[src/rtl/label_bitmap_packer_pkg.sv]
// Shared constants and state encoding for the label bitmap packer.
// Included by every packer file via import label_pack_pkg::*.
package label_pack_pkg;

    localparam int IMG_W  = 32;
    localparam int PIX_N  = IMG_W * IMG_W;
    localparam int BYTE_N = PIX_N / 8;

    localparam logic [7:0] CRC8_POLY = 8'h07;

    typedef enum logic [1:0] {
        IDLE,
        READ,
        EMIT,
        DONE
    } pack_state_e;

endpackage

[src/rtl/label_bitmap_packer_if.sv]
// SRAM read port and packed-byte stream of the label bitmap packer.
// master = packer side, slave = SRAM/consumer side.
interface label_bitmap_packer_if;

    logic [9:0] sram_a;
    logic       sram_wen;
    logic [7:0] sram_q;

    logic       out_valid;
    logic       out_ready;
    logic [7:0] out_data;
    logic [6:0] out_addr;

    modport master (
        output sram_a, sram_wen,
        output out_valid, out_data, out_addr,
        input  sram_q, out_ready
    );

    modport slave (
        input  sram_a, sram_wen,
        input  out_valid, out_data, out_addr,
        output sram_q, out_ready
    );

endinterface

[src/rtl/label_bitmap_packer_crc8.sv]
// Byte-wise CRC-8 update, MSB first, polynomial from the package.
// Pure combinational; the caller holds the running register.
module crc8_step
    import label_pack_pkg::*;
(
    input  logic [7:0] crc_in,
    input  logic [7:0] data,
    output logic [7:0] crc_out
);

    logic [7:0] c;

    always_comb begin
        c = crc_in ^ data;
        for (int i = 0; i < 8; i++) begin
            c = c[7] ? ((c << 1) ^ CRC8_POLY) : (c << 1);
        end
        crc_out = c;
    end

endmodule

[src/rtl/label_bitmap_packer.sv]
// Re-packs the 32x32 label map in SRAM into a 128-byte 1bpp bitmap stream.
// Define PACK_CRC_EN to add a running CRC-8 of the emitted bytes on port crc.
module label_bitmap_packer
    import label_pack_pkg::*;
(
    input  logic        clk,
    input  logic        reset,
    input  logic        start,
    input  logic [7:0]  sel_label,
    label_bitmap_packer_if.master bus,
    output logic        busy,
    output logic        done,
`ifdef PACK_CRC_EN
    output logic [7:0]  crc,
`endif
    output logic [10:0] pix_cnt
);

    pack_state_e state_q, state_d;

    logic [6:0]  byte_idx;
    logic [3:0]  rd_cnt;
    logic [7:0]  shift_q;
    logic [7:0]  sel_q;
    logic [7:0]  data_q;
    logic [10:0] pix_cnt_q;
    logic [2:0]  rd_k;
    logic        start_ok;
    logic        hs;
    logic        sample;
    logic        rd_last;
    logic        match;

    assign start_ok = (state_q == IDLE) && start;
    assign hs       = (state_q == EMIT) && bus.out_ready;
    assign sample   = (state_q == READ) && (rd_cnt != 4'd0);
    assign rd_last  = (rd_cnt == 4'd8);
    assign match    = (sel_q == 8'd0) ? (bus.sram_q != 8'd0)
                                      : (bus.sram_q == sel_q);

    // Address pins at the group's last pixel while the final read lands
    // and while the byte waits for its handshake.
    assign rd_k = rd_cnt[3] ? 3'd7 : rd_cnt[2:0];

    assign bus.sram_a    = {byte_idx, rd_k};
    assign bus.sram_wen  = 1'b1;
    assign bus.out_valid = (state_q == EMIT);
    assign bus.out_data  = data_q;
    assign bus.out_addr  = byte_idx;

    assign busy    = (state_q == READ) || (state_q == EMIT);
    assign done    = (state_q == DONE);
    assign pix_cnt = pix_cnt_q;

    always_ff @(posedge clk) begin
        if (reset) state_q <= IDLE;
        else       state_q <= state_d;
    end

    always_comb begin
        state_d = state_q;
        unique case (state_q)
            IDLE: if (start) state_d = READ;
            READ: if (rd_last) state_d = EMIT;
            EMIT: begin
                if (bus.out_ready) begin
                    state_d = (byte_idx == 7'(BYTE_N - 1)) ? DONE : READ;
                end
            end
            DONE: state_d = IDLE;
            default: state_d = IDLE;
        endcase
    end

    always_ff @(posedge clk) begin
        if (reset) begin
            byte_idx  <= '0;
            rd_cnt    <= '0;
            shift_q   <= '0;
            sel_q     <= '0;
            data_q    <= '0;
            pix_cnt_q <= '0;
        end else begin
            if (start_ok) begin
                byte_idx  <= '0;
                rd_cnt    <= '0;
                pix_cnt_q <= '0;
                sel_q     <= sel_label;
            end
            if (state_q == READ) begin
                if (!rd_last) rd_cnt <= rd_cnt + 4'd1;
                if (sample) begin
                    shift_q   <= {shift_q[6:0], match};
                    pix_cnt_q <= pix_cnt_q + 11'(match);
                end
                if (rd_last) data_q <= {shift_q[6:0], match};
            end
            if (hs) begin
                rd_cnt <= '0;
                if (byte_idx != 7'(BYTE_N - 1)) begin
                    byte_idx <= byte_idx + 7'd1;
                end
            end
        end
    end

`ifdef PACK_CRC_EN
    logic [7:0] crc_q, crc_nx;

    crc8_step u_crc (
        .crc_in  (crc_q),
        .data    (data_q),
        .crc_out (crc_nx)
    );

    always_ff @(posedge clk) begin
        if (reset)         crc_q <= '0;
        else if (start_ok) crc_q <= '0;
        else if (hs)       crc_q <= crc_nx;
    end

    assign crc = crc_q;
`endif

endmodule

[src/flat_wrapper.sv]
// flat-port wrapper written by rule: the top's interface ports become plain ports
module label_bitmap_packer_flat import label_pack_pkg::*;
  (clk, reset, start, sel_label, busy, done, pix_cnt, bus_sram_a, bus_sram_wen, bus_out_valid, bus_out_data, bus_out_addr, bus_sram_q, bus_out_ready);
  label_bitmap_packer_if bus_i ();
  input  logic clk;
  input  logic reset;
  input  logic start;
  input  logic [7:0] sel_label;
  output logic busy;
  output logic done;
  output logic [10:0] pix_cnt;
  output wire logic [$bits(bus_i.sram_a)-1:0] bus_sram_a;
  output wire logic [$bits(bus_i.sram_wen)-1:0] bus_sram_wen;
  output wire logic [$bits(bus_i.out_valid)-1:0] bus_out_valid;
  output wire logic [$bits(bus_i.out_data)-1:0] bus_out_data;
  output wire logic [$bits(bus_i.out_addr)-1:0] bus_out_addr;
  input wire logic [$bits(bus_i.sram_q)-1:0] bus_sram_q;
  input wire logic [$bits(bus_i.out_ready)-1:0] bus_out_ready;
  assign bus_sram_a = bus_i.sram_a;
  assign bus_sram_wen = bus_i.sram_wen;
  assign bus_out_valid = bus_i.out_valid;
  assign bus_out_data = bus_i.out_data;
  assign bus_out_addr = bus_i.out_addr;
  assign bus_i.sram_q = bus_sram_q;
  assign bus_i.out_ready = bus_out_ready;
  label_bitmap_packer u_core (.clk(clk), .reset(reset), .start(start), .sel_label(sel_label), .bus(bus_i), .busy(busy), .done(done), .pix_cnt(pix_cnt));
endmodule
[config.mk]
export PLATFORM = sky130hd
export DESIGN_NAME = label_bitmap_packer_flat
export DESIGN_NICKNAME = d
export VERILOG_FILES = /design/src/rtl/label_bitmap_packer_pkg.sv /design/src/rtl/label_bitmap_packer_if.sv /design/src/rtl/label_bitmap_packer_crc8.sv /design/src/rtl/label_bitmap_packer.sv /design/src/flat_wrapper.sv
export SDC_FILE = /design/constraint.sdc
export NUM_CORES = 1
export LEC_CHECK = 0
export ABC_AREA = 1
export CORE_MARGIN = 1
export CORE_UTILIZATION = 57
export CTS_CLUSTER_DIAMETER = 120
export DETAILED_ROUTE_END_ITERATION = 7
export DONT_BUFFER_PORTS = 1
export HOLD_SLACK_MARGIN = 0.05
export PLACE_DENSITY = 0.75
export SYNTH_ARGS = -nofsm -noshare
export SYNTH_HDL_FRONTEND = slang
export SYNTH_SLANG_ARGS = --single-unit
[constraint.sdc]
create_clock -name clk -period 1.85 [get_ports clk]
set_input_delay 0.4625 -clock clk [delete_from_list [all_inputs] [get_ports clk]]
set_output_delay 0.4625 -clock clk [all_outputs]
set_load 0.02 [all_outputs]
Word-level counts from Yosys, hierarchy flattened
Cells that the tools add are included.
Widths: inputs -> output; s select.
{"block": "op_classes", "addsub": 3, "n_eq_ne": 10, "muxes": 16, "reduce_logical": 12}
{"cell": "$mux 11", "count": 3}
{"cell": "$mux 7", "count": 3}
{"cell": "$mux 4", "count": 3}
{"cell": "$add 11x1->11", "count": 1}
{"cell": "$eq 8x8->1", "count": 1}
{"cell": "$logic_not 8->1", "count": 1}
{"cell": "$mux 2", "count": 4}
{"cell": "$pmux 2 s4", "count": 1}
{"cell": "$reduce_bool 8->1", "count": 1}
{"cell": "$add 7x1->7 const B", "count": 1}
{"cell": "$eq 7x7->1 const B", "count": 1}
{"cell": "$ne 7x7->1 const B", "count": 1}
{"cell": "$add 4x1->4 const B", "count": 1}
{"cell": "$eq 2x2->1 const B", "count": 2}
{"cell": "$eq 4x4->1 const B", "count": 1}
{"cell": "$ne 2x1->1 const B", "count": 2}
{"cell": "$reduce_and 2->1", "count": 2}
{"cell": "$reduce_bool 4->1", "count": 1}
{"cell": "$logic_and 1x1->1", "count": 3}
{"cell": "$mux 3", "count": 1}
{"cell": "$reduce_and 3->1", "count": 1}
{"cell": "$eq 2x1->1 const B", "count": 1}
{"cell": "$logic_not 2->1", "count": 1}
{"cell": "$ne 2x2->1 const B", "count": 1}
{"cell": "other kinds (3)", "count": 3}
{"block": "word_totals", "reg_bits": 47, "in_bits": 20, "output_inout_bits": 40, "word_cells": 48}

Longest topological paths before layout
Gate-level depths: netlist of the first run.
{"block": "logic_depth", "ltp_word": 5, "ltp_mapped": 15}

Least setup slack after synthesis of the first run
Ideal clock, no wire load.
{"block": "synth_path", "kind": "in2reg", "startpoint": "input bus_sram_q[7]", "endpoint": "register u_core.pix_cnt_q[10] (netlist: u_core.pix_cnt[10])", "setup_ns": 0.122, "arrival_ns": 1.742, "path_slack_ns": -0.014, "cell_stages": 14, "path_buffers": 0, "path_cell_list": "inv_1 -> nand2_1 -> nand2_1 -> nand2_1 -> nor2_1 -> nand3_1 -> nand2_1 -> ha_1 -> ha_1 -> nand3_1 -> inv_1 -> nand3_1 -> o21ai_0 -> a21oi_1"}
{"block": "synth_via", "elab_chain_cells": 5, "elab_cells_between_ends": 6}
{"element": "from (decl)", "line": "flat_wrapper.sv:17", "rtl": "input wire logic [$bits(bus_i.sram_q)-1:0] bus_sram_q;"}
{"element": "$eq 8x8->1 / $reduce_bool 8->1 (equally long branches)", "line": "label_bitmap_packer.sv:39, label_bitmap_packer.sv:38"}
{"element": "$mux 1 (*)", "line": "label_bitmap_packer.sv:38", "rtl": "assign match = (sel_q == 8'd0) ? (bus.sram_q != 8'd0)"}
{"element": "named net u_core.match", "line": "label_bitmap_packer.sv:32", "rtl": "logic match;"}
{"element": "$add 11x1->11 (*)", "line": "label_bitmap_packer.sv:94", "rtl": "pix_cnt_q <= pix_cnt_q + 11'(match);"}
{"element": "$mux 11 (*)", "line": "label_bitmap_packer.sv:92", "rtl": "if (sample) begin"}
{"element": "$mux 11 (*)", "line": "label_bitmap_packer.sv:90", "rtl": "if (state_q == READ) begin"}
{"element": "to (signal assigned)", "line": "label_bitmap_packer.sv:94"}
{"element": "to (decl)", "line": "label_bitmap_packer.sv:26", "rtl": "logic [10:0] pix_cnt_q;"}
Mark *: on every way through the listed nets, which the timed path passes. The rest lies on a longest branch.
A chain may end at the register's enable or synchronous reset.

Final worst setup path of the first run
{"block": "layout_path", "startpoint": "register u_core.sel_q[3]", "endpoint": "register u_core.pix_cnt_q[6] (netlist: u_core.pix_cnt[6])"}
{"block": "layout_via", "elab_chain_cells": 5, "elab_cells_between_ends": 6}
{"element": "from (decl)", "line": "label_bitmap_packer.sv:24", "rtl": "logic [7:0] sel_q;"}
{"element": "from (signal assigned)", "line": "label_bitmap_packer.sv:88", "rtl": "sel_q <= sel_label;"}
{"element": "$eq 8x8->1 / $logic_not 8->1 (equally long branches)", "line": "label_bitmap_packer.sv:39, label_bitmap_packer.sv:38"}
{"element": "$mux 1 (*)", "line": "label_bitmap_packer.sv:38"}
{"element": "named net u_core.match", "line": "label_bitmap_packer.sv:32"}
{"element": "$add 11x1->11 (*)", "line": "label_bitmap_packer.sv:94"}
{"element": "$mux 11 (*)", "line": "label_bitmap_packer.sv:92"}
{"element": "$mux 11 (*)", "line": "label_bitmap_packer.sv:90"}
Marked as above.

==> results of run 1 <==
[sequential cells by signal, indices dropped and copies added (netlist names)]
| name | cells |
|---|---|
| u_core.state_q | 2 |
| u_core.shift_q | 7 |
| u_core.rd_cnt | 4 |
| u_core.bus.out_addr | 7 |
| u_core.bus.out_data | 8 |
| u_core.pix_cnt | 11 |
| u_core.sel_q | 8 |
[layer usage]
layer  vias up  GRT usage, %  share of wire [%]
met5         -             0                  0
met4         0          7.65                2.1
met3        11          6.91                5.4
met2        62          40.6                 47
met1      1059          29.7                 46
li1       1163             -                  -
[cells by family (layout without fill, tap and decap cells)]
logic type,count (synthesis),count (layout),synth area share (%)
AOI/OAI and AO/OA,65,65,14.4
xor gates and xnor gates,5,5,1.73
adders and majority gates,10,10,4.93
buffers and inverters,57,76,11.4
DFF,47,47,37.1
other,1,1,0.148
and+or+nand+nor,164,164,30.3
[final timing paths]
kind | end | start | depth (start not counted)
max | u_core.pix_cnt[6] | u_core.sel_q[3] | 11
min | u_core.pix_cnt[9] | reset | 1
max reg2reg | u_core.pix_cnt[6] | u_core.sel_q[3] | 11
min reg2reg | u_core.sel_q[7] | u_core.sel_q[7] | 2
[power groups by stage]
stage / registers, mW / clock network [mW] / logic (mW)
after floorplan: 1.35 / 0 / 0.979
after global placement: 1.36 / 0 / 1.13
after detailed placement: 1.36 / 0 / 1.15
after CTS: 1.34 / 0.656 / 1.16
after global routing: 1.38 / 0.698 / 1.36
final: 1.36 / 0.641 / 1.21
[through the flow]
| stage | std cells | util, % | total power [mW] | hold slack [ps] | cell area (sq um) |
|---|---|---|---|---|---|
| 2_1_floorplan | 349 | - | 2.33 | 449 | 2540 |
| 3_3_place_gp | 402 | 63.3 | 2.49 | 466 | 2620 |
| 3_5_place_dp | 402 | 63.3 | 2.51 | 480 | 2620 |
| 4_1_cts | 418 | 67.2 | 3.16 | 206 | 2790 |
| 5_1_grt | 418 | 68.9 | 3.44 | 195 | 2850 |
| 6_report | 418 | 68.9 | 3.21 | 212 | 2850 |
[cell usage after synthesis]
cell / n
sky130_fd_sc_hd__buf_6: 2
sky130_fd_sc_hd__nor2_4: 2
sky130_fd_sc_hd__nand4_1: 6
sky130_fd_sc_hd__dfxtp_1: 47
sky130_fd_sc_hd__nor2_1: 53
sky130_fd_sc_hd__a31oi_1: 1
sky130_fd_sc_hd__o211ai_1: 2
sky130_fd_sc_hd__xor2_1: 2
sky130_fd_sc_hd__clkbuf_1: 3
sky130_fd_sc_hd__o21a_1: 2
sky130_fd_sc_hd__a211oi_2: 1
sky130_fd_sc_hd__nand3_1: 19
sky130_fd_sc_hd__nor3_1: 9
sky130_fd_sc_hd__conb_1: 1
sky130_fd_sc_hd__o21ai_2: 1
sky130_fd_sc_hd__buf_2: 1
sky130_fd_sc_hd__nand2_4: 2
sky130_fd_sc_hd__inv_1: 34
sky130_fd_sc_hd__nand2_2: 5
sky130_fd_sc_hd__nand3_2: 3
sky130_fd_sc_hd__xnor2_1: 3
sky130_fd_sc_hd__ha_1: 10
sky130_fd_sc_hd__nand2_1: 57
sky130_fd_sc_hd__nor3b_2: 1
sky130_fd_sc_hd__a21oi_1: 24
sky130_fd_sc_hd__nor3_2: 4
sky130_fd_sc_hd__a211oi_1: 3
sky130_fd_sc_hd__buf_4: 10
sky130_fd_sc_hd__buf_12: 1
sky130_fd_sc_hd__o21ai_0: 27
sky130_fd_sc_hd__inv_6: 1
sky130_fd_sc_hd__o21bai_2: 1
sky130_fd_sc_hd__inv_2: 5
sky130_fd_sc_hd__o21ai_1: 2
sky130_fd_sc_hd__nor2_2: 3
sky130_fd_sc_hd__o21ba_1: 1
[area by class of cell]
class | instances | area share, %
multi-input cells | 245 | 48.4
flip-flops and latches | 47 | 33.3
repair buffers | 28 | 7.50
inverters | 40 | 5.44
clock buffers | 5 | 2.41
well taps | 50 | 2.19
clock inverters | 3 | 0.789
[cell usage in the layout, fill, tap and decap left out, types with 16 or more instances in the layout]
cell type,netlist,routed
sky130_fd_sc_hd__a21oi_1,24,23
sky130_fd_sc_hd__inv_1,34,32
sky130_fd_sc_hd__nand2_1,57,56
sky130_fd_sc_hd__nand3_1,19,16
sky130_fd_sc_hd__o21ai_0,27,26
sky130_fd_sc_hd__nor2_1,53,52
sky130_fd_sc_hd__buf_4,10,27
sky130_fd_sc_hd__dfxtp_1,47,42
[repair_timing]
action                                 CTS  global route
endpoints found under the hold margin    0             0
pin swaps                                4             8
setup buffers                            8             1
gates resized for setup                  4            18
setup endpoints to repair                1            10
hold buffers                             0             0
[worst max-delay path: cells and delay by family (launching register included)]
kind                     cells  cell delay [ps]
flip-flops                   1              370
buffers and inverters        2              140
adder cells (fa/ha/maj)      2              280
AO/OA/AOI/OAI                2              440
XOR/XNOR                     1              110
AND/OR/NAND/NOR              4              410
==> impl_results.md, run 1 <==
- Result of the run: finished, violations left
- Violations in the final reports: negative setup slack
- Combinational Power Share: 37.7%
- Per-cell via count in the routed design: 5.49
- Full die area: about 0.0047 sq mm
- Total area of multi-input combinational cells: 0.00138 sq mm
- Cells taking the most area after synthesis: sky130_fd_sc_hd__dfxtp_1 (37%), sky130_fd_sc_hd__nand2_1 (8.4%), sky130_fd_sc_hd__nor2_1 (7.8%)
- Antenna diode instance count: 0
- Mapped Avg Cell Area: a little over 7 sq um
- Warning count from the yosys run: 0
- Post-synthesis net count: 379
- Switching share of total power: between 40% and 50%
- Floorplan row count: 23
- Cell taking the most area after synthesis: sky130_fd_sc_hd__dfxtp_1
- Fill cells: roughly 370
- Detailed-route wire length: between 5000 and 6000 microns
- CTS tree: done
- Yosys reg bits: 47
- Number of maximum-capacitance constraint violations: 0
- Depth of the CTS H-tree: 2
- Switching power of the nets: 1.33 mW
- Cell-by-cell listing of the critical path: xnor2_2, nand2_1, nor2_1, nand3_1, nand2_2, ha_4, ha_4, buf_4, inv_1, o21ai_0, a21oi_2
- Worst vdd rail ir drop: around 0.89 mV
- Kind of launch point of the worst setup path: flop
- Area growth from synthesis to layout: 12.5%
- Post-Route Skew: 6.56 ps
- Final count of negative-setup-slack endpoints: 1
- Total via count after detailed routing: between 2000 and 2500
- Power Density: roughly 1100 mW/mm^2
- Period utilization: 102%
- Seq/Total Area, Yosys: a little under two fifths
- Number of clock sinks seen by CTS: 47
- Initial detailed-routing violation count: 158
- Clock root buffer master: sky130_fd_sc_hd__clkbuf_8
- Count of port buffers added during placement: 0
- Clk Latency, worst-skew pair: ~310 ps
- Final hold violation count: 0
- Largest buffer count on any clock path: 2
- Number of pins with negative max-slew slack in the final report: 0
- Instance count of the mapped netlist: around 350
- Number of detailed-route iterations in the first pass: 4
- Type of the worst setup path: reg2reg
- Kind of end point of the critical path: flop
- DRC Markers: 0
- Wire length of the first global-routing pass: roughly 8500 microns
- Minimum setup slack in the final design: -29.0 ps
- Overall die width: ~70 microns
- Internal power: around 1.9 mW
- Final estimated routing congestion in global placement: a little over 0.8
- Fraction of final layout cells sized beyond drive strength 1: a little under a quarter
- Boundary Pins: 60
- Slack of the worst reg-to-reg path: -30 ps
- Final-stage net count: 397
- Remaining number of nets flagged by the antenna check after routing: 0
- Required time reported for the critical path endpoint: just over 2000 ps
- Share of power burned in registers: roughly 42%
- Type of the worst min-delay path: in2reg
- Via count of the first global-routing pass: a little over 2000
- Critical path's slowest cell: sky130_fd_sc_hd__dfxtp_4
- Aggregate global routing overflow: 0
- Arrival time worst endpoint: 2060 ps
- Top cell type's share of synthesized area: a little under two fifths
- Leak: about 1.2 nW
- Post-synthesis instance area: ~0.0025 sq mm
- Critical Path Max Stage Delay: ~370 ps
- Core ar.: between 0.004 and 0.005 sq mm
- Effective utilization at floorplan: 61.2%
- Dpl hpwl: between 3000 and 4000 microns
- RSZ-0062 raised after global routing: true
- Clock Power Share: around 20%
- Wire length per cell after detailed routing: 13.5 microns
- Antenna violations before repair: 0
- Clock transition at the register clock pins on the worst setup and hold paths after CTS: 90 ps
- Largest net degree at the start of global routing: 20
- Number of distinct standard cells referenced by the synthesized netlist: 36
- Most frequent CP cell: sky130_fd_sc_hd__ha_4
- Die span in y: approximately 70 microns
- Footprint of the flip-flops and latches: 950 sq um
- Pre-CTS setup slack: -129 ps
- Max FO, Critical Path: 3
- Number of clock buffers inserted by TritonCTS: 5
- Sum of negative setup slack: -29.0 ps
- Overall global routing resource usage: ~24%
- Shortest period the worst path allows: roughly 1900 ps
- Top achievable clock speed: 532 MHz
Note: power is estimated with default switching activity, not from simulation.
==> run 2: changes to the inputs <==
--- a/config.mk
+++ b/config.mk
@@ -13,6 +13,7 @@
 export DONT_BUFFER_PORTS = 1
 export HOLD_SLACK_MARGIN = 0.05
 export PLACE_DENSITY = 0.75
+export SETUP_SLACK_MARGIN = 0.2
 export SYNTH_ARGS = -nofsm -noshare
 export SYNTH_HDL_FRONTEND = slang
 export SYNTH_SLANG_ARGS = --single-unit
==> run 2 against run 1 <==
- the run now ends clean
- hold slack worse by 9.0 ps
- final area increased by 3.1%
- combinational power up 7%
- via count grew 0.31%
- highest routed layer unchanged
==> impl_results.md, run 2 (synthesis gave the netlist of run 1 again) <==
- Result of the run: completed
- Leak: 1.23 nW (+1.9%)
- Type of the worst min-delay path: in2reg
- Clock transition at the register clock pins on the worst setup and hold paths after CTS: 90 ps (about the same)
- # hold bufs at CTS: 0 (unchanged)
- Kind of launch point of the worst setup path: flop
- Largest buffer count on any clock path: 2 (unchanged)
- Slack of the worst reg-to-reg path: 50 ps (+80 ps)
- Post-Route Skew: 7.01 ps (+0.450 ps)
- Overall global routing resource usage: 24.8% (+0.64 points)
- Antenna diode instance count: 0 (unchanged)
- Remaining number of nets flagged by the antenna check after routing: 0 (unchanged)
- Clk Latency, worst-skew pair: 310 ps (about the same)
- Core ar.: 0.00414 sq mm (unchanged)
- Effective utilization at floorplan: 61.2% (unchanged)
- Total via count after detailed routing: 2302 (+0.31%)
- Period utilization: 97.3% (-4.3 points)
- Type of the worst setup path: reg2reg
- Number of pins with negative max-slew slack in the final report: 0 (unchanged)
- Dpl hpwl: 3930 microns (+4.9%)
- Required time reported for the critical path endpoint: 2120 ps (+90 ps)
- Full die area: 0.00472 sq mm (unchanged)
- CTS tree: done
- Boundary Pins: 60 (unchanged)
- Detailed-route wire length: 5670 microns (+0.60%)
- DRC Markers: 0 (unchanged)
- Depth of the CTS H-tree: 2 (unchanged)
- Number of maximum-capacitance constraint violations: 0 (unchanged)
- Final count of negative-setup-slack endpoints: 0 (-1)
- Final hold violation count: 0 (unchanged)
- Shortest period the worst path allows: 1800 ps (-79.3 ps)
- Number of clock buffers inserted by TritonCTS: 5 (unchanged)
- Antenna violations before repair: 0 (unchanged)
- Overall die width: 68.7 microns (unchanged)
- Arrival time worst endpoint: 2070 ps (about the same)
- Hold_ws: 203 ps (-8.96 ps)
- Max FO, Critical Path: 3 (unchanged)
- Aggregate global routing overflow: 0 (unchanged)
- Count of port buffers added during placement: 0 (unchanged)
- Wire length of the first global-routing pass: 8750 microns (+2.7%)
- Minimum setup slack in the final design: 50.3 ps (+79.3 ps)
- Most frequent cells in the layout: sky130_fd_sc_hd__nand2_1 (56), sky130_fd_sc_hd__nor2_1 (49), sky130_fd_sc_hd__dfxtp_1 (37), sky130_fd_sc_hd__inv_1 (25), sky130_fd_sc_hd__o21ai_0 (24)
- Via count of the first global-routing pass: 2038 (+0.64%)
- Number of detailed-route iterations in the first pass: 4 (unchanged)
- Fraction of final layout cells sized beyond drive strength 1: 28.9% (+5.8 points)
- Number of clock sinks seen by CTS: 47 (unchanged)
- Clock root buffer master: sky130_fd_sc_hd__clkbuf_8
- Largest net degree at the start of global routing: 21 (+5.0%)
- Per-cell via count in the routed design: 5.52 (+0.55%)
- Final-stage net count: 396 (-0.25%)
- Wire length per cell after detailed routing: 13.6 microns (+0.84%)
- Worst vdd rail ir drop: 1.03 mV (+15%)
- Floorplan row count: 23 (unchanged)
- Die span in y: 68.7 microns (unchanged)
- Area growth from synthesis to layout: 15.9%
- Power Density: 1120 mW/mm^2 (+0.10%)
- Kind of end point of the critical path: flop
- Final estimated routing congestion in global placement: 0.830 (+1.9%)
- Most common cell after layout, fill and taps aside: sky130_fd_sc_hd__nand2_1
- Initial detailed-routing violation count: 156 (-1.3%)
- Pre-CTS setup slack: -39.2 ps (+89.3 ps)
- Max reg flops: 11 (unchanged)
- RSZ-0062 raised after global routing: true
- Top achievable clock speed: 556 MHz (+4.4%)
## run 2: changes by cell type in the layout (fill, tap and decap cells not counted), moves of 3 or more
cell and change:
sky130_fd_sc_hd__buf_4 -4, sky130_fd_sc_hd__buf_6 +3, sky130_fd_sc_hd__dfxtp_1 -5, sky130_fd_sc_hd__dfxtp_2 +5, sky130_fd_sc_hd__inv_1 -7, sky130_fd_sc_hd__inv_2 +7, sky130_fd_sc_hd__nor2_1 -3
## run 2: critical path, stage by stage, from the launching register on
cell                      delay (ps)
sky130_fd_sc_hd__dfxtp_4         370
sky130_fd_sc_hd__xnor2_2         140
sky130_fd_sc_hd__nand2_1          80
sky130_fd_sc_hd__nor2_2          120
sky130_fd_sc_hd__nand3_2         110
sky130_fd_sc_hd__buf_4           150
sky130_fd_sc_hd__buf_6           110
sky130_fd_sc_hd__buf_4           120
sky130_fd_sc_hd__buf_4           120
sky130_fd_sc_hd__buf_6           100
sky130_fd_sc_hd__buf_6           100
sky130_fd_sc_hd__buf_6           100
sky130_fd_sc_hd__nand3_1          50
sky130_fd_sc_hd__nand2_1          50
sky130_fd_sc_hd__inv_1            40
## run 2: area by class of cell
class,instances,area [sq um]
timing repair buffer,27,218
sequential,47,956
clock buffer,5,68.8
inverter,40,155
multi-input combinational,245,1460
tap,50,62.6
fill,344,1200
clock inverter,3,20.0
## run 2: path summary, 6_finish.rpt
kind,from,end,depth (start not counted)
worst max-delay path,u_core.sel_q[1],u_core.bus.out_data[0],14
worst min-delay path,reset,u_core.bus.out_addr[4],1
worst max register to register,u_core.sel_q[1],u_core.bus.out_data[0],14
worst min register to register,u_core.sel_q[7],u_core.sel_q[7],2
## run 2: stage by stage
stage | util, % | setup TNS [ps] | cells | instance area, sq um | total power [mW]
after floorplan | - | 0 | 349 | 2590 | 2.35
after global placement | 64.0 | 0 | 400 | 2650 | 2.52
after detailed placement | 64.0 | -89.9 | 400 | 2650 | 2.56
after CTS | 68.1 | 0 | 414 | 2820 | 3.24
after global routing | 71.0 | -155 | 417 | 2940 | 3.54
final | 71.0 | 0 | 417 | 2940 | 3.31
## run 2: report_power, final
part | switching [mW] | internal, mW | total, mW
Clock | 0.366 | 0.263 | 0.630
Sequential | 0.189 | 1.20 | 1.38
Combinational | 0.824 | 0.470 | 1.29
## run 2: what timing repair did
| item | in CTS | in global routing |
|---|---|---|
| endpoints found under the setup margin | 10 | 24 |
| pin swaps | 9 | 11 |
| buffers inserted | 6 | 3 |
| gates resized for setup | 15 | 29 |
## run 2: routing by layer
metal / routed length, microns / share of wire [%] / vias up / GRT usage, %
met1: 2480 / 44 / 1072 / 29.3
met5: 0 / 0 / - / 0
li1: - / - / 1161 / -
met2: 2720 / 48 / 64 / 43.5
met3: 421 / 7.4 / 5 / 7.57
met4: 49 / 0.86 / 0 / 6.38
==> run 3: changes to the inputs <==
--- a/config.mk
+++ b/config.mk
@@ -7,12 +7,11 @@
 export LEC_CHECK = 0
 export ABC_AREA = 1
 export CORE_MARGIN = 1
-export CORE_UTILIZATION = 57
+export CORE_UTILIZATION = 45
 export CTS_CLUSTER_DIAMETER = 120
 export DETAILED_ROUTE_END_ITERATION = 7
 export DONT_BUFFER_PORTS = 1
 export HOLD_SLACK_MARGIN = 0.05
-export PLACE_DENSITY = 0.75
 export SETUP_SLACK_MARGIN = 0.2
 export SYNTH_ARGS = -nofsm -noshare
 export SYNTH_HDL_FRONTEND = slang
==> run 3 against run 2 <==
- die area up 26%
- sequential share of layout area is 0.29 points lower
- sequential power is essentially flat
- clock skew is 4.6 ps higher
- worst setup slack improved by 2.8 ps
==> impl_results.md, run 3 (synthesis gave the netlist of run 1 again) <==
- Shortest period the worst path allows: 1800 ps (-2.76 ps)
- Type of the worst min-delay path: in2reg
- Die span in y: 77.1 microns (+12%)
- Max FO, Critical Path: 4 (+1)
- Total via count after detailed routing: 2264 (-1.7%)
- Placed standard-cell area: 0.00269 sq mm (+1.2%)
- Arrival time worst endpoint: 2040 ps (-30 ps)
- Required time reported for the critical path endpoint: 2090 ps (-30 ps)
- Kind of end point of the critical path: flop
- Overall die width: 77.1 microns (+12%)
- Floorplan row count: 26 (+13%)
- Number of maximum-capacitance constraint violations: 0 (unchanged)
- Switching power of the nets: 1.36 mW (-1.3%)
- Wire length per cell after detailed routing: 13.0 microns (-4.7%)
- Full die area: 0.00594 sq mm (+26%)
- Largest net degree at the start of global routing: 21 (unchanged)
- Most frequent cells in the layout: sky130_fd_sc_hd__nand2_1 (55), sky130_fd_sc_hd__nor2_1 (48), sky130_fd_sc_hd__dfxtp_1 (38), sky130_fd_sc_hd__inv_1 (28), sky130_fd_sc_hd__o21ai_0 (25)
- Clock root buffer master: sky130_fd_sc_hd__clkbuf_8
- CTS tree: done
- Worst vdd rail ir drop: 0.922 mV (-10%)
- Effective utilization at floorplan: 48.1% (-13 points)
- Detailed-route wire length: 5640 microns (-0.58%)
- Number of clock buffers inserted by TritonCTS: 5 (unchanged)
- Hold_ws: 217 ps (+13.9 ps)
- Most common cell after layout, fill and taps aside: sky130_fd_sc_hd__nand2_1
- Clock transition at the register clock pins on the worst setup and hold paths after CTS: 90 ps (about the same)
- Post-Route Skew: 11.7 ps (+4.64 ps)
- Final-stage net count: 394 (-0.51%)
- Number of pins with negative max-slew slack in the final report: 0 (unchanged)
- Initial detailed-routing violation count: 81 (-48%)
- Remaining number of nets flagged by the antenna check after routing: 0 (unchanged)
- Cell total after placement: 421 (+5.3%)
- Period utilization: 97.1% (-0.15 points)
- Largest buffer count on any clock path: 2 (unchanged)
- Max reg flops: 11 (unchanged)
- Dpl hpwl: 3960 microns (+0.77%)
- Area growth from synthesis to layout: 17.1%
- Type of the worst setup path: reg2reg
- Fraction of final layout cells sized beyond drive strength 1: 27.9% (-0.94 points)
- Overall global routing resource usage: 19.4% (-5.4 points)
- DRC Markers: 0 (unchanged)
- Final count of negative-setup-slack endpoints: 0 (unchanged)
- Leak: 1.22 nW (-0.37%)
- Overall power of the completed layout: 3.49 mW (+5.6%)
- Count of port buffers added during placement: 0 (unchanged)
- Power Density: 1180 mW/mm^2 (+4.6%)
- Kind of launch point of the worst setup path: flop
- Wire length of the first global-routing pass: 9430 microns (+7.7%)
- Fill cells: 523 (+52%)
- Aggregate global routing overflow: 0 (unchanged)
- Final estimated routing congestion in global placement: 0.788 (-5.0%)
- Result of the run: completed
- Boundary Pins: 60 (unchanged)
- Number of clock sinks seen by CTS: 47 (unchanged)
- Final hold violation count: 0 (unchanged)
- RSZ-0062 raised after global routing: true
- Final non-filler cell total: 435 (+4.3%)
- Combinational Power Share: 37.9% (-1.2 points)
- Layout Cell Area excl Fill: 0.00297 sq mm (+1.0%)
- Share of power burned in registers: 39.6% (-2.3 points)
- Internal power: 2.13 mW (+11%)
- Switching share of total power: 39.0% (-2.7 points)
- Antenna violations before repair: 0 (unchanged)
- Via count of the first global-routing pass: 2068 (+1.5%)
- Depth of the CTS H-tree: 2 (unchanged)
- Clk Latency, worst-skew pair: 300 ps (about the same)
- Per-cell via count in the routed design: 5.20 (-5.7%)
- Number of detailed-route iterations in the first pass: 4 (unchanged)
- Antenna diode instance count: 0 (unchanged)
- Top achievable clock speed: 556 MHz (+0.15%)
- Core ar.: 0.00527 sq mm (+27%)
- Clock Power Share: 22.5% (+3.5 points)
-- run 3: cell types whose count changed in the layout (fill, tap and decap cells not counted), moves of 2 or more --
cell                         change
sky130_fd_sc_hd__clkinvlp_4      -2
sky130_fd_sc_hd__inv_2           -3
sky130_fd_sc_hd__inv_1           +3
sky130_fd_sc_hd__dfxtp_2         -2
sky130_fd_sc_hd__buf_6           -3
-- run 3: repair_timing --
| item | in CTS | in global routing |
|---|---|---|
| resized for setup | 12 | 28 |
| hold buffers | 0 | 0 |
| pin swaps | 6 | 14 |
| endpoints found under the setup margin | 10 | 13 |
| setup buffers | 1 | 5 |
-- run 3: area by class of cell --
class / count / area (sq um) / share of cell area, %
inverter: 40 / 155 / 5.22
tap: 70 / 87.6 / 2.95
sequential: 47 / 957 / 32.2
clock buffer: 6 / 82.6 / 2.78
multi-input combinational: 245 / 1460 / 49.2
timing repair buffer: 25 / 191 / 6.44
clock inverter: 2 / 35.0 / 1.18
-- run 3: worst max-delay path, cell delays in order (launching register included) --
cell	delay, ps
sky130_fd_sc_hd__dfxtp_2	340
sky130_fd_sc_hd__xnor2_2	160
sky130_fd_sc_hd__nand2_1	90
sky130_fd_sc_hd__nor2_2	120
sky130_fd_sc_hd__nand3_2	100
sky130_fd_sc_hd__nand2_2	90
sky130_fd_sc_hd__ha_4	150
sky130_fd_sc_hd__ha_4	140
sky130_fd_sc_hd__nand3_2	70
sky130_fd_sc_hd__inv_2	100
sky130_fd_sc_hd__nand3_2	70
sky130_fd_sc_hd__nor2_1	120
sky130_fd_sc_hd__nand2_1	80
sky130_fd_sc_hd__a21oi_2	120
-- run 3: path summary, 6_finish.rpt --
kind,slack [ps],cells past startpoint,startpoint,end
setup reg to reg,50,13,u_core.sel_q[1],u_core.pix_cnt[10]
setup / recovery,50,13,u_core.sel_q[1],u_core.pix_cnt[10]
hold / removal,220,1,reset,u_core.pix_cnt[9]
hold reg to reg,470,1,u_core.state_q[1],u_core.state_q[1]
-- run 3: layer usage --
metal | part of all wire [%] | track usage, %
met1 | 47 | 25.0
met2 | 47 | 32.1
met3 | 5.7 | 4.88
met4 | 0.82 | 5.09
met5 | 0 | 0
-- run 3: stage by stage --
| step | setup TNS, ps | utilization (%) | worst slack [ps] |
|---|---|---|---|
| 2_1_floorplan | 0 | - | 107 |
| 3_3_place_gp | -13.9 | 51.0 | -13.9 |
| 3_5_place_dp | -61.9 | 51.0 | -31.6 |
| 4_1_cts | 0 | 53.8 | 104 |
| 5_1_grt | -150 | 56.4 | -66.8 |
| 6_report | 0 | 56.4 | 53.0 |
-- run 3: power groups by stage --
| stage | logic, mW | clock network, mW | registers [mW] |
|---|---|---|---|
| 2_1_floorplan | 0.995 | 0 | 1.35 |
| 3_3_place_gp | 1.17 | 0 | 1.37 |
| 3_5_place_dp | 1.20 | 0 | 1.37 |
| 4_1_cts | 1.21 | 0.807 | 1.36 |
| 5_1_grt | 1.49 | 0.853 | 1.41 |
| 6_report | 1.33 | 0.785 | 1.38 |
